`config.mk`:
```
export PLATFORM = sky130hd
export DESIGN_NAME = mem_wb_stage
export DESIGN_NICKNAME = d
export VERILOG_FILES = /design/src/rtl/mips_wb_pkg.sv /design/src/rtl/mem_wb_stage_load_align.sv /design/src/rtl/mem_wb_stage.sv
export SDC_FILE = /design/constraint.sdc
export NUM_CORES = 1
export LEC_CHECK = 0
export CORE_ASPECT_RATIO = 0.5
export CORE_MARGIN = 8
export CORE_UTILIZATION = 37
export DETAILED_ROUTE_END_ITERATION = 16
export PLACE_DENSITY = 0.75
export SYNTH_ARGS = -nofsm -noshare
export SYNTH_HDL_FRONTEND = slang
export SYNTH_HIERARCHICAL = 1
export SYNTH_SLANG_ARGS = --single-unit
```
`constraint.sdc`:
```
create_clock -name clk -period 2.11 [get_ports clk]
set_input_delay 0.5275 -clock clk [delete_from_list [all_inputs] [get_ports clk]]
set_output_delay 0.5275 -clock clk [all_outputs]
set_load 0.01 [all_outputs]
```
`src/rtl/mips_wb_pkg.sv`:
```
// Shared definitions for the MIPS writeback path: load sizes, the JAL link
// register and the writeback mux select encodings.
package mips_wb_pkg;

    localparam int unsigned DW = 32;

    // Load access sizes carried down the pipe with each load.
    localparam logic [1:0] LS_WORD = 2'b00;
    localparam logic [1:0] LS_HALF = 2'b01;
    localparam logic [1:0] LS_BYTE = 2'b10;

    // Register written by JAL with the return address.
    localparam logic [4:0] RA_REG = 5'd31;

    // Writeback mux selects. Bit 0 drives mux select 0 and bit 1 drives mux
    // select 1. 2'b11 has no meaning and is never produced.
    typedef enum logic [1:0] {
        WB_ALU = 2'b00,
        WB_MEM = 2'b01,
        WB_PC4 = 2'b10
    } wb_sel_e;

    // Everything the MEM/WB register holds for one instruction.
    typedef struct packed {
        logic [DW-1:0] a;
        logic [DW-1:0] b;
        logic [DW-1:0] pc_plus4;
        wb_sel_e       sel;
        logic [4:0]    rd;
        logic          reg_write;
        logic          valid;
    } wb_regs_t;

endpackage

```
`src/rtl/mem_wb_stage_load_align.sv`:
```
// Little-endian alignment and sign/zero extension of sub-word loads.
module mem_wb_stage_load_align
    import mips_wb_pkg::*;
(
    input  logic [31:0] rdata,
    input  logic [1:0]  offset,
    input  logic [1:0]  size,
    input  logic        is_unsigned,
    output logic [31:0] result
);

    logic [7:0]  byte_sel;
    logic [15:0] half_sel;

    // Pick the addressed byte and half, then extend according to size.
    always_comb begin
        byte_sel = rdata[7:0];
        unique case (offset)
            2'd0: byte_sel = rdata[7:0];
            2'd1: byte_sel = rdata[15:8];
            2'd2: byte_sel = rdata[23:16];
            2'd3: byte_sel = rdata[31:24];
            default: byte_sel = rdata[7:0];
        endcase

        // A misaligned half simply uses the half containing it; there is no trap.
        half_sel = offset[1] ? rdata[31:16] : rdata[15:0];

        // NOTE: every path assigns result, and the default covers the
        // reserved size, so this block cannot infer a latch.
        case (size)
            LS_BYTE: result = {{24{~is_unsigned & byte_sel[7]}}, byte_sel};
            LS_HALF: result = {{16{~is_unsigned & half_sel[15]}}, half_sel};
            default: result = rdata;
        endcase
    end

endmodule

```
`src/rtl/mem_wb_stage.sv`:
```
// MEM/WB pipeline register: captures the memory-stage results, aligns loads,
// drives the writeback mux operands/selects and counts retired instructions.
module mem_wb_stage
    import mips_wb_pkg::*;
#(
    parameter int unsigned DW     = 32,
    parameter logic [4:0]  RA_REG = mips_wb_pkg::RA_REG
) (
    input  logic          clk,
    input  logic          rst_n,
    input  logic          stall,
    input  logic          flush,
    input  logic          m_valid,
    input  logic [DW-1:0] m_alu_result,
    input  logic [DW-1:0] m_mem_rdata,
    input  logic [DW-1:0] m_pc_plus4,
    input  logic [4:0]    m_rd,
    input  logic          m_reg_write,
    input  logic          m_mem_to_reg,
    input  logic          m_jal,
    input  logic [1:0]    m_load_size,
    input  logic          m_load_unsigned,
    output logic [DW-1:0] wb_a,
    output logic [DW-1:0] wb_b,
    output logic [DW-1:0] wb_pc_plus4,
    output logic [1:0]    wb_sel_0,
    output logic [1:0]    wb_sel_1,
    output logic [4:0]    wb_rd,
    output logic          wb_reg_write,
    output logic          wb_valid,
    output logic [31:0]   retired_count
);

    wb_regs_t    regs_d, regs_q;
    logic [31:0] retired_d, retired_q;
    logic [31:0] load_data;
    logic        retire;

    mem_wb_stage_load_align u_load_align (
        .rdata       (m_mem_rdata),
        .offset      (m_alu_result[1:0]),
        .size        (m_load_size),
        .is_unsigned (m_load_unsigned),
        .result      (load_data)
    );

    // Next-state selection: flush beats stall, stall beats load, and an
    // invalid MEM slot loads as a bubble exactly like a flush.
    always_comb begin
        regs_d = regs_q;
        if (flush || !stall) begin
            if (flush || !m_valid) begin
                regs_d = '0;
            end else begin
                regs_d.a         = m_alu_result;
                regs_d.b         = load_data;
                regs_d.pc_plus4  = m_pc_plus4;
                regs_d.sel       = m_jal        ? WB_PC4 :
                                   m_mem_to_reg ? WB_MEM : WB_ALU;
                regs_d.rd        = m_jal ? RA_REG : m_rd;
                regs_d.reg_write = m_jal | (m_reg_write & (m_rd != 5'd0));
                regs_d.valid     = 1'b1;
            end
        end
    end

    // The WB instruction retires whenever it leaves the stage; a flush
    // overrides a stall, so the occupant still leaves on a flush edge.
    always_comb begin
        retire    = regs_q.valid & (flush | ~stall);
        retired_d = retired_q + {31'd0, retire};
    end

    // Stage registers and retirement counter.
    // NOTE: non-blocking assignments keep every flop sampling the pre-edge
    // value regardless of block ordering.
    always_ff @(posedge clk or negedge rst_n) begin
        if (!rst_n) begin
            regs_q    <= '0;
            retired_q <= '0;
        end else begin
            regs_q    <= regs_d;
            retired_q <= retired_d;
        end
    end

    assign wb_a          = regs_q.a;
    assign wb_b          = regs_q.b;
    assign wb_pc_plus4   = regs_q.pc_plus4;
    assign wb_sel_0      = {1'b0, regs_q.sel[0]};
    assign wb_sel_1      = {1'b0, regs_q.sel[1]};
    assign wb_rd         = regs_q.rd;
    assign wb_reg_write  = regs_q.reg_write;
    assign wb_valid      = regs_q.valid;
    assign retired_count = retired_q;

endmodule
```
==> After elaboration in Yosys (flattened, before gate mapping) <==
Index checks and enable logic that the tools add are counted.
{ "totals": {"input_bits": 112, "ff_bits": 137} }
{ "classes": {"eq_ne": 5, "n_addsub": 1, "reduce_logical": 6, "mux": 7, "n_bitwise": 8} }
{ "op_table": {"columns": ["cell", "count"], "rows": [
  ["$mux 105", 1],
  ["$pmux 32 s2", 1],
  ["$add 32x1->32", 1],
  ["$pmux 8 s4", 1],
  ["$mux 16", 1],
  ["$eq 2x2->1 const B", 3],
  ["$mux 5", 1],
  ["$reduce_bool 5->1", 1],
  ["$and 1x1->1", 4],
  ["$eq 2x1->1 const B", 2],
  ["$logic_not 1->1", 2],
  ["$logic_not 2->1", 1],
  ["$logic_or 1x1->1", 2],
  ["$mux 2", 1],
  ["$not 1->1", 2],
  ["$or 1x1->1", 2],
  ["$mux 1", 1]
]} }

==> Longest topological paths before layout <==
Gate-level depths: netlist of run 1.
{ "logic_depth": {"word_depth": 5, "depth_mapped": 10} }

==> Modules after synthesis <==
Netlist of run 1, hierarchy kept.
{ "by_module_without_submodules": {"columns": ["module", "cells_per_inst", "n_inst", "area_each_um2"], "rows": [
  ["mem_wb_stage", 385, 1, 5170.0],
  ["mem_wb_stage_load_align", 120, 1, 803.3]
]} }

==> Worst setup path before layout of run 1 <==
OpenSTA, ideal clock, no wires.
{ "synth_timing": {"path_type": "input-to-reg", "start": "input port stall", "end": "register retired_q[28], in the netlist retired_count[28]", "stages": 10, "path_slack_ns": -0.294, "arrival_ns": 2.277, "setup_ns": 0.127, "cell_sequence": "nor2b_1 > clkbuf_1 > clkbuf_1 > nor2b_1 > ha_1 > ha_1 > nand3_1 > nor4_1 > nand4_1 > xnor2_1"} }
{ "synth_between": {"elab_chain_cells": 4} }
{ "synth_rtl": {"columns": ["item", "line_no", "rtl"], "rows": [
  ["start: declaration", "mem_wb_stage.sv:11", "input logic stall,"],
  ["$not 1->1", "mem_wb_stage.sv:70", "retire = regs_q.valid & (flush | ~stall);"],
  ["$or 1x1->1", "mem_wb_stage.sv:70", null],
  ["$and 1x1->1", "mem_wb_stage.sv:70", null],
  ["$add 32x1->32", "mem_wb_stage.sv:71", "retired_d = retired_q + {31'd0, retire};"],
  ["via retired_d[28]", "mem_wb_stage.sv:35", "logic [31:0] retired_d, retired_q;"],
  ["end signal: assignment", "mem_wb_stage.sv:83", "retired_q <= retired_d;"],
  ["end: declaration", "mem_wb_stage.sv:35", null]
]} }
The timed path passes the listed nets, and every way through them passes these cells.
A chain may end at the register's enable or synchronous reset.

==> Worst setup path in the final report of run 1 <==
{ "layout_timing": {"start": "register retired_q[1], in the netlist retired_count[1]", "end": "output port retired_count[1]"} }
{ "layout_lines": {"columns": ["item", "line_no", "rtl"], "rows": [
  ["end: declaration", "mem_wb_stage.sv:31", "output logic [31:0] retired_count"]
]} }
No word-level cell between the ends.

==> reports/qor.log, run 1 <==
[route] detail-routed net length per standard cell 19.9 um
[yosys] post-synthesis cell type count 44
[timing] period utilisation layout 96.5%
[yosys] proportion of synthesized flip-flops having asynchronous set or reset 100%
[timing] Final Skew 0.00904 ns
[route] average vias per placed instance 5.22
[route] Vias 5,138
[yosys] dominant register cell in the synthesized netlist sky130_fd_sc_hd__dfrtp_1
[finish] sequential cell area in the final layout 3430 um^2
[worst_setup_path] CP delay by family, top buffers and inverters
[global_routing] global-route total usage across every layer 18.9%
[worst_setup_path] Crit Path Class flop to output port
[timing] post-route minimum period 2.04 ns
[route] Final ANT Viol Nets 0
[run] number of maximum-capacitance constraint violations 0
[timing] final setup violation count 0
[yosys] post-synthesis compound-gate area fraction 21.0%
[timing] highest attainable clock frequency 0.491 GHz
[finish] layout net count 885
[clocking] hold-fix buffers at CTS 0
[place] final weighted congestion in routability-driven placement 0.852
[clocking] master cell of the clock root buffer sky130_fd_sc_hd__clkbuf_16
[clocking] clock latency on the worst-skew pair 0.40 ns
[yosys] YS warnings 6
[worst_setup_path] start point of the critical path retired_count[1]
[clocking] number of instances resized during post-cts repair 0
[yosys] register bit total from synthesis 137
[worst_setup_path] number of cells on the critical path 1
[yosys] simple-gate share of the synthesized area 10.2%
[worst_setup_path] endpoint type of the worst setup path output port
[worst_setup_path] highest fanout seen on the critical path 6
[floorplanning] vertical die dimension 106 um
[clocking] clk sinks 137
[global_routing] largest net degree at the start of global routing 70
[yosys] main combinational cell family by area after synthesis compound AO/OA/AOI/OAI gates
[place] number of I/O port buffers 248
[place] pre-CTS setup slack -0.311 ns
[clocking] clock tree from TritonCTS yes
[route] WL final 19,600 um
[worst_setup_path] WP data arrival 1.51 ns
[timing] sum of negative setup slack 0 ns
[yosys] post-synthesis share of cell area spent on xor and xnor gates 4.40%
[yosys] fraction of the yosys area taken by sequential cells 57.4%
[power] pwr dens 733 nW/um^2
[global_routing] residual overflow from global routing 0
[yosys] count of flip-flops with a built-in enable after synthesis 0
[yosys] cell area after synthesis 5970 um^2
[worst_setup_path] library cell contributing the largest single delay on the critical path sky130_fd_sc_hd__clkdlybuf4s50_1
[yosys] mux contribution to synthesized area 2.07%
[clocking] clock transition at the registers of the reported paths 0.06 ns
[worst_setup_path] reg2reg path depth 4
[yosys] average cell area after synthesis 11.8 um^2
[yosys] post-synthesis share of cell area spent on full adders, half adders and majority gates 1.05%
[power] highest ir drop seen on vdd 506 uV
[route] Initial DRT Pass Iterations 4
[floorplanning] die boundary width 196 um
[finish] total inserted antenna cells 0
[global_routing] number of antenna violations at the first check in global routing 0
[floorplanning] die area 20,700 um^2
[power] Total Power 7.03 mW
[power] LEAKAGE 4.21 nW
[route] DRC violation count after routing 0
[timing] number of max-slew violations in the final report 0
[worst_setup_path] list of cells traversed by the critical path clkdlybuf4s50_1
[timing] Hold Fails Final Rpt 0
[timing] RSZ-0062 raised after global routing no
[timing] final worst-path setup slack 0.0730 ns
[worst_setup_path] launching point of the worst reg2reg path retired_count[9]
[finish] layout filler cell count 1,271
[finish] multi-input combinational cell area 2390 um^2
[worst_setup_path] worst endpoint required time 1.58 ns
[finish] ratio of cells with drive above 1 in the final layout 12.8%
[clocking] Max clock buf depth 2
[yosys] synthesized instance count 505
[worst_hold_path] type of the tightest min-delay check input pin to asynchronous set/reset pin
[timing] Slew headroom 65.8%
[worst_setup_path] Startpoint Class flop
[clocking] Max H-tree Level 4
[floorplanning] I/O pin count 251
[finish] Final Core Density 61.4%
[timing] slew at the pin with the worst max-slew slack 0.512 ns
[worst_setup_path] setup slack, reg-to-reg 0.19 ns
[global_routing] first-pass GRT wire length 31,400 um
[global_routing] number of global-route vias before repair 5,538
[route] number of design-rule violations left by the first detailed-router iteration 271
[worst_setup_path] r2r endpoint retired_count[25]
[worst_setup_path] Largest stage delay, worst path 0.60 ns
[finish] layout overhead on the synthesized area 60.6%
[worst_setup_path] CP Buf/Inv Count 1
[clocking] number of setup buffers added after CTS 0
[floorplanning] row cnt 32
[place] post-detail-place hpwl 15,000 um
[clocking] number of buffers created by CTS 17
[floorplanning] effective utilization at floorplan 38.3%
[worst_setup_path] Critical Path Sink retired_count[1]
[floorplanning] Core Footprint 15,600 um^2
[outcome] run status complete, no violations
-- worst register-to-register path, cell delays in order (launching register included) --
cell and delay, ns:
sky130_fd_sc_hd__dfrtp_1 0.43, sky130_fd_sc_hd__nand3_1 0.18, sky130_fd_sc_hd__or4_1 0.71, sky130_fd_sc_hd__nor4_1 0.36, sky130_fd_sc_hd__xor2_1 0.17
-- cells in the mapped netlist (5+ instances only) --
| cell type | instances | share of area (%) |
|---|---|---|
| sky130_fd_sc_hd__buf_1 | 5 | 0.31 |
| sky130_fd_sc_hd__mux2_2 | 7 | 1.3 |
| sky130_fd_sc_hd__nor2b_1 | 15 | 1.6 |
| sky130_fd_sc_hd__a22o_1 | 98 | 14 |
| sky130_fd_sc_hd__nor3_1 | 6 | 0.50 |
| sky130_fd_sc_hd__a21oi_2 | 11 | 1.6 |
| sky130_fd_sc_hd__nand4_1 | 11 | 1.2 |
| sky130_fd_sc_hd__a22oi_1 | 7 | 0.88 |
| sky130_fd_sc_hd__buf_2 | 5 | 0.42 |
| sky130_fd_sc_hd__o21ai_0 | 7 | 0.59 |
| sky130_fd_sc_hd__xor2_1 | 11 | 1.6 |
| sky130_fd_sc_hd__dfrtp_1 | 137 | 57 |
| sky130_fd_sc_hd__o2bb2ai_1 | 7 | 1.0 |
| sky130_fd_sc_hd__nor4_1 | 8 | 0.84 |
| sky130_fd_sc_hd__inv_1 | 7 | 0.44 |
| sky130_fd_sc_hd__clkbuf_1 | 27 | 1.7 |
| sky130_fd_sc_hd__a21oi_1 | 18 | 1.5 |
| sky130_fd_sc_hd__xnor2_1 | 19 | 2.8 |
| sky130_fd_sc_hd__nand2_1 | 34 | 2.1 |
| sky130_fd_sc_hd__ha_1 | 5 | 1.0 |
| sky130_fd_sc_hd__nand3_1 | 16 | 1.3 |
| sky130_fd_sc_hd__and3_1 | 5 | 0.52 |
| sky130_fd_sc_hd__nor2_1 | 10 | 0.63 |
-- metal layers --
metal	share of wire [%]	global-route usage, %
met2	52	33.6
met5	0	0
met4	2.4	6.24
met3	4.0	4.00
met1	41	22.6
-- registers in the layout (all words and copies together) (netlist names) --
signal	count
wb_reg_write	1
wb_rd	5
wb_pc_plus4	32
retired_count	32
wb_b	32
wb_sel_1	1
wb_valid	1
wb_a	32
wb_sel_0	1
-- report_power, final --
group | switching [mW] | internal [mW]
clock network | 1.15 | 1.88
logic | 0.489 | 0.634
registers | 0.128 | 2.75
total | 1.77 | 5.26
-- layout by cell type, fill, tap and decap left out, drive strengths merged, types with 4 or more instances in the layout --
| cell | Yosys | layout |
|---|---|---|
| dfrtp | 137 | 137 |
| clkbuf | 27 | 19 |
| nand4 | 12 | 12 |
| nor3 | 6 | 6 |
| nor2b | 16 | 16 |
| a22o | 98 | 98 |
| clkdlybuf4s50 | 0 | 247 |
| inv | 7 | 10 |
| a22oi | 7 | 7 |
| nor2 | 10 | 10 |
| xnor2 | 19 | 19 |
| xor2 | 11 | 11 |
| o21ai | 7 | 7 |
| clkinv | 0 | 4 |
| buf | 15 | 38 |
| nor4 | 8 | 8 |
| and3 | 5 | 5 |
| nand2 | 34 | 34 |
| a21oi | 29 | 29 |
| o2bb2ai | 7 | 7 |
| nand3 | 16 | 16 |
| mux2 | 8 | 8 |
| ha | 5 | 5 |
-- through the flow --
step / instance area [um^2] / hold slack [ns] / cells
floorplan: 6050 / 0.232 / 506
global placement: 8990 / 0.453 / 953
detailed placement: 8990 / 0.457 / 953
CTS: 9590 / 0.0488 / 985
global route: 9590 / 0.0627 / 985
finish: 9590 / 0.0480 / 985
-- kinds of logic (layout without fill, tap and decap cells) --
group                    Yosys count  count (layout)
AO/OA/AOI/OAI                    155             155
flip-flops                       137             137
AND/OR/NAND/NOR                  117             117
buffers and inverters             49             324
XOR/XNOR                          30              30
multiplexers                      11              11
adder cells (fa/ha/maj)            5               5
other                              1               2
-- area by class of cell --
class	instances	area share [%]
clock buffers	19	4.51
clock inverters	13	1.77
inverters	7	0.274
multi-input cells	320	24.9
flip-flops and latches	137	35.8
well taps	204	2.66
repair buffers	285	30.1
-- worst min path at each step --
stage / end / slack, ns / depth (start not counted)
after floorplan: retired_count[0] / 0.23 / 0
after global placement: wb_rd[4] / 0.45 / 2
after detailed placement: wb_rd[1] / 0.46 / 2
after CTS: wb_b[14] / 0.05 / 1
after global routing: wb_a[0] / 0.06 / 1
final: wb_a[2] / 0.05 / 1
Power figures use the tool's default switching activity.
==> run 2: changes to the inputs <==
clock period = 1.9 ns   (was 2.11 ns; I/O delays follow)
==> run 2 against run 1 <==
  * Worst setup slack worse by 0.021 ns
  * Sequential share of layout area fell by 0.82 points
  * Final cell count increased by 2.0%
  * Via count is 1.1% higher
  * Non-clock buffer count rose by 22
  * Count of clock-buffer cells in the layout is the same
  * Sequential power rose by 11%
  * Cell area rose by 2.6%
  * Critical path depth is the same
  * Critical path type unchanged
==> reports/qor.log, run 2 (synthesis results as in run 1) <==
[clocking] clock tree from TritonCTS yes
[timing] sum of negative setup slack 0 ns
[timing] slew at the pin with the worst max-slew slack 0.573 ns
[finish] layout net count 907
[run] number of maximum-capacitance constraint violations 0
[route] average vias per placed instance 5.17
[timing] post-route minimum period 1.85 ns
[outcome] run status complete, no violations
[worst_setup_path] list of cells traversed by the critical path clkdlybuf4s50_1
[power] LEAKAGE 4.54 nW
[place] pre-CTS setup slack -0.510 ns
[place] final weighted congestion in routability-driven placement 0.920
[clocking] number of buffers created by CTS 17
[timing] highest attainable clock frequency 0.541 GHz
[route] number of design-rule violations left by the first detailed-router iteration 317
[global_routing] number of global-route vias before repair 5,537
[floorplanning] Core Footprint 15,600 um^2
[timing] final setup violation count 0
[worst_setup_path] r2r endpoint retired_count[29]
[timing] Slew headroom 61.8%
[clocking] master cell of the clock root buffer sky130_fd_sc_hd__clkbuf_16
[timing] Final Skew 0.0108 ns
[floorplanning] I/O pin count 251
[finish] Final Core Density 63.0%
[timing] final worst-path setup slack 0.0520 ns
[global_routing] number of antenna violations at the first check in global routing 0
[worst_hold_path] worst hold endpoint wb_rd[3]
[route] detail-routed net length per standard cell 19.5 um
[floorplanning] effective utilization at floorplan 38.3%
[clocking] clock transition at the registers of the reported paths 0.06 ns
[floorplanning] vertical die dimension 106 um
[finish] most common cell after layout, fill and taps aside sky130_fd_sc_hd__clkdlybuf4s50_1
[floorplanning] die boundary width 196 um
[timing] period utilisation layout 97.3%
[finish] ratio of cells with drive above 1 in the final layout 17.0%
[power] cell internal power dissipation 6.10 mW
[finish] multi-input combinational cell area 2430 um^2
[route] Final ANT Viol Nets 0
[finish] top library cells by usage in the layout, fill and taps aside sky130_fd_sc_hd__clkdlybuf4s50_1 (223), sky130_fd_sc_hd__dfrtp_1 (129), sky130_fd_sc_hd__a22o_1 (98)
[power] power share of the clock group 44.9%
[global_routing] global-route total usage across every layer 18.8%
[timing] Hold Fails Final Rpt 0
[power] switching share of power 24.1%
[worst_setup_path] highest fanout seen on the critical path 6
[floorplanning] die area 20,700 um^2
[floorplanning] row cnt 32
[route] DRC violation count after routing 0
[timing] tightest hold margin 0.467 ns
[timing] number of max-slew violations in the final report 0
[worst_setup_path] Startpoint Class flop
[finish] sequential cell area in the final layout 3440 um^2
[finish] layout overhead on the synthesized area 64.7%
[finish] layout filler cell count 1,247
[route] WL final 19,600 um
[finish] total inserted antenna cells 0
[worst_setup_path] CP delay by family, top buffers and inverters
[clocking] Max H-tree Level 4
[power] Total Power 8.04 mW
[power] pwr dens 817 nW/um^2
[worst_setup_path] Crit Path Class flop to output port
[worst_setup_path] WP data arrival 1.37 ns
[place] number of I/O port buffers 248
[clocking] clock latency on the worst-skew pair 0.40 ns
[worst_setup_path] library cell contributing the largest single delay on the critical path sky130_fd_sc_hd__clkdlybuf4s50_1
[worst_setup_path] endpoint type of the worst setup path output port
[worst_setup_path] Largest stage delay, worst path 0.56 ns
[worst_setup_path] worst endpoint required time 1.42 ns
[worst_hold_path] WHS Path Cells 2
[power] switching power of the nets 1.94 mW
[route] Vias 5,194
[place] post-detail-place hpwl 15,000 um
[power] register share of total power 39.6%
[worst_setup_path] reg2reg path depth 4
[clocking] Max clock buf depth 2
[power] highest ir drop seen on vdd 620 uV
[worst_setup_path] setup slack, reg-to-reg 0.19 ns
[route] Initial DRT Pass Iterations 4
[worst_setup_path] launching point of the worst reg2reg path retired_count[6]
[clocking] clk sinks 137
[worst_hold_path] type of the tightest min-delay check flop to flop
[global_routing] residual overflow from global routing 0
[global_routing] first-pass GRT wire length 31,300 um
[worst_setup_path] CP Buf/Inv Count 1
[worst_hold_path] hold path startpoint wb_rd[3]
[global_routing] largest net degree at the start of global routing 55
[power] combinational cell fraction of total power 15.5%
-- run 2: timing repair --
action                                  4_1_cts  5_1_grt
endpoints found under the setup margin       27       54
resized for setup                            22       20
buffers inserted                              2        3
pin swaps                                     2        5
hold buffers                                  1        0
endpoints found under the hold margin        18        0
-- run 2: layout make-up --
cell class / count / share of cell area [%]
Inverter: 7 / 0.267
Clock inverter: 11 / 2.00
Multi-Input combinational cell: 320 / 24.7
Timing Repair Buffer: 307 / 31.0
Clock buffer: 19 / 4.50
Tap cell: 204 / 2.59
Sequential cell: 137 / 34.9
-- run 2: per-stage QoR --
stage,instances,instance area (um^2)
2_1_floorplan,506,6050
3_3_place_gp,969,9100
3_5_place_dp,969,9100
4_1_cts,1002,9760
5_1_grt,1005,9840
6_report,1005,9840
-- run 2: metal layers --
metal  up-vias  wire length, um  global-route usage (%)
met5         -                0                       0
met4         0              320                    5.22
li1       2440                -                       -
met2       139            10600                    34.2
met3        23              618                    3.11
met1      2592             8100                    22.8
-- run 2: how the worst max path moves through the flow --
stage	start	endpoint	cells after the start
after floorplan	stall	retired_count[28]	10
after global placement	flush	retired_count[28]	9
after detailed placement	flush	retired_count[28]	9
after CTS	retired_count[14]	retired_count[14]	2
after global routing	m_load_size[0]	wb_b[10]	8
final	retired_count[27]	retired_count[27]	1
-- run 2: worst reg2reg max path, stage by stage (launching register included) --
cell,delay [ns]
sky130_fd_sc_hd__dfrtp_1,0.40
sky130_fd_sc_hd__nand4_2,0.15
sky130_fd_sc_hd__or4_4,0.59
sky130_fd_sc_hd__nor4_1,0.33
sky130_fd_sc_hd__xor2_1,0.18
-- run 2: power by group through the flow --
| stage | combinational [mW] | sequential (mW) | clock, mW |
|---|---|---|---|
| global route | 1.35 | 3.21 | 3.82 |
| floorplan | 0.425 | 3.27 | 0 |
| global placement | 1.26 | 3.23 | 0 |
| finish | 1.24 | 3.19 | 3.61 |
| CTS | 1.25 | 3.19 | 3.69 |
| detailed placement | 1.27 | 3.23 | 0 |
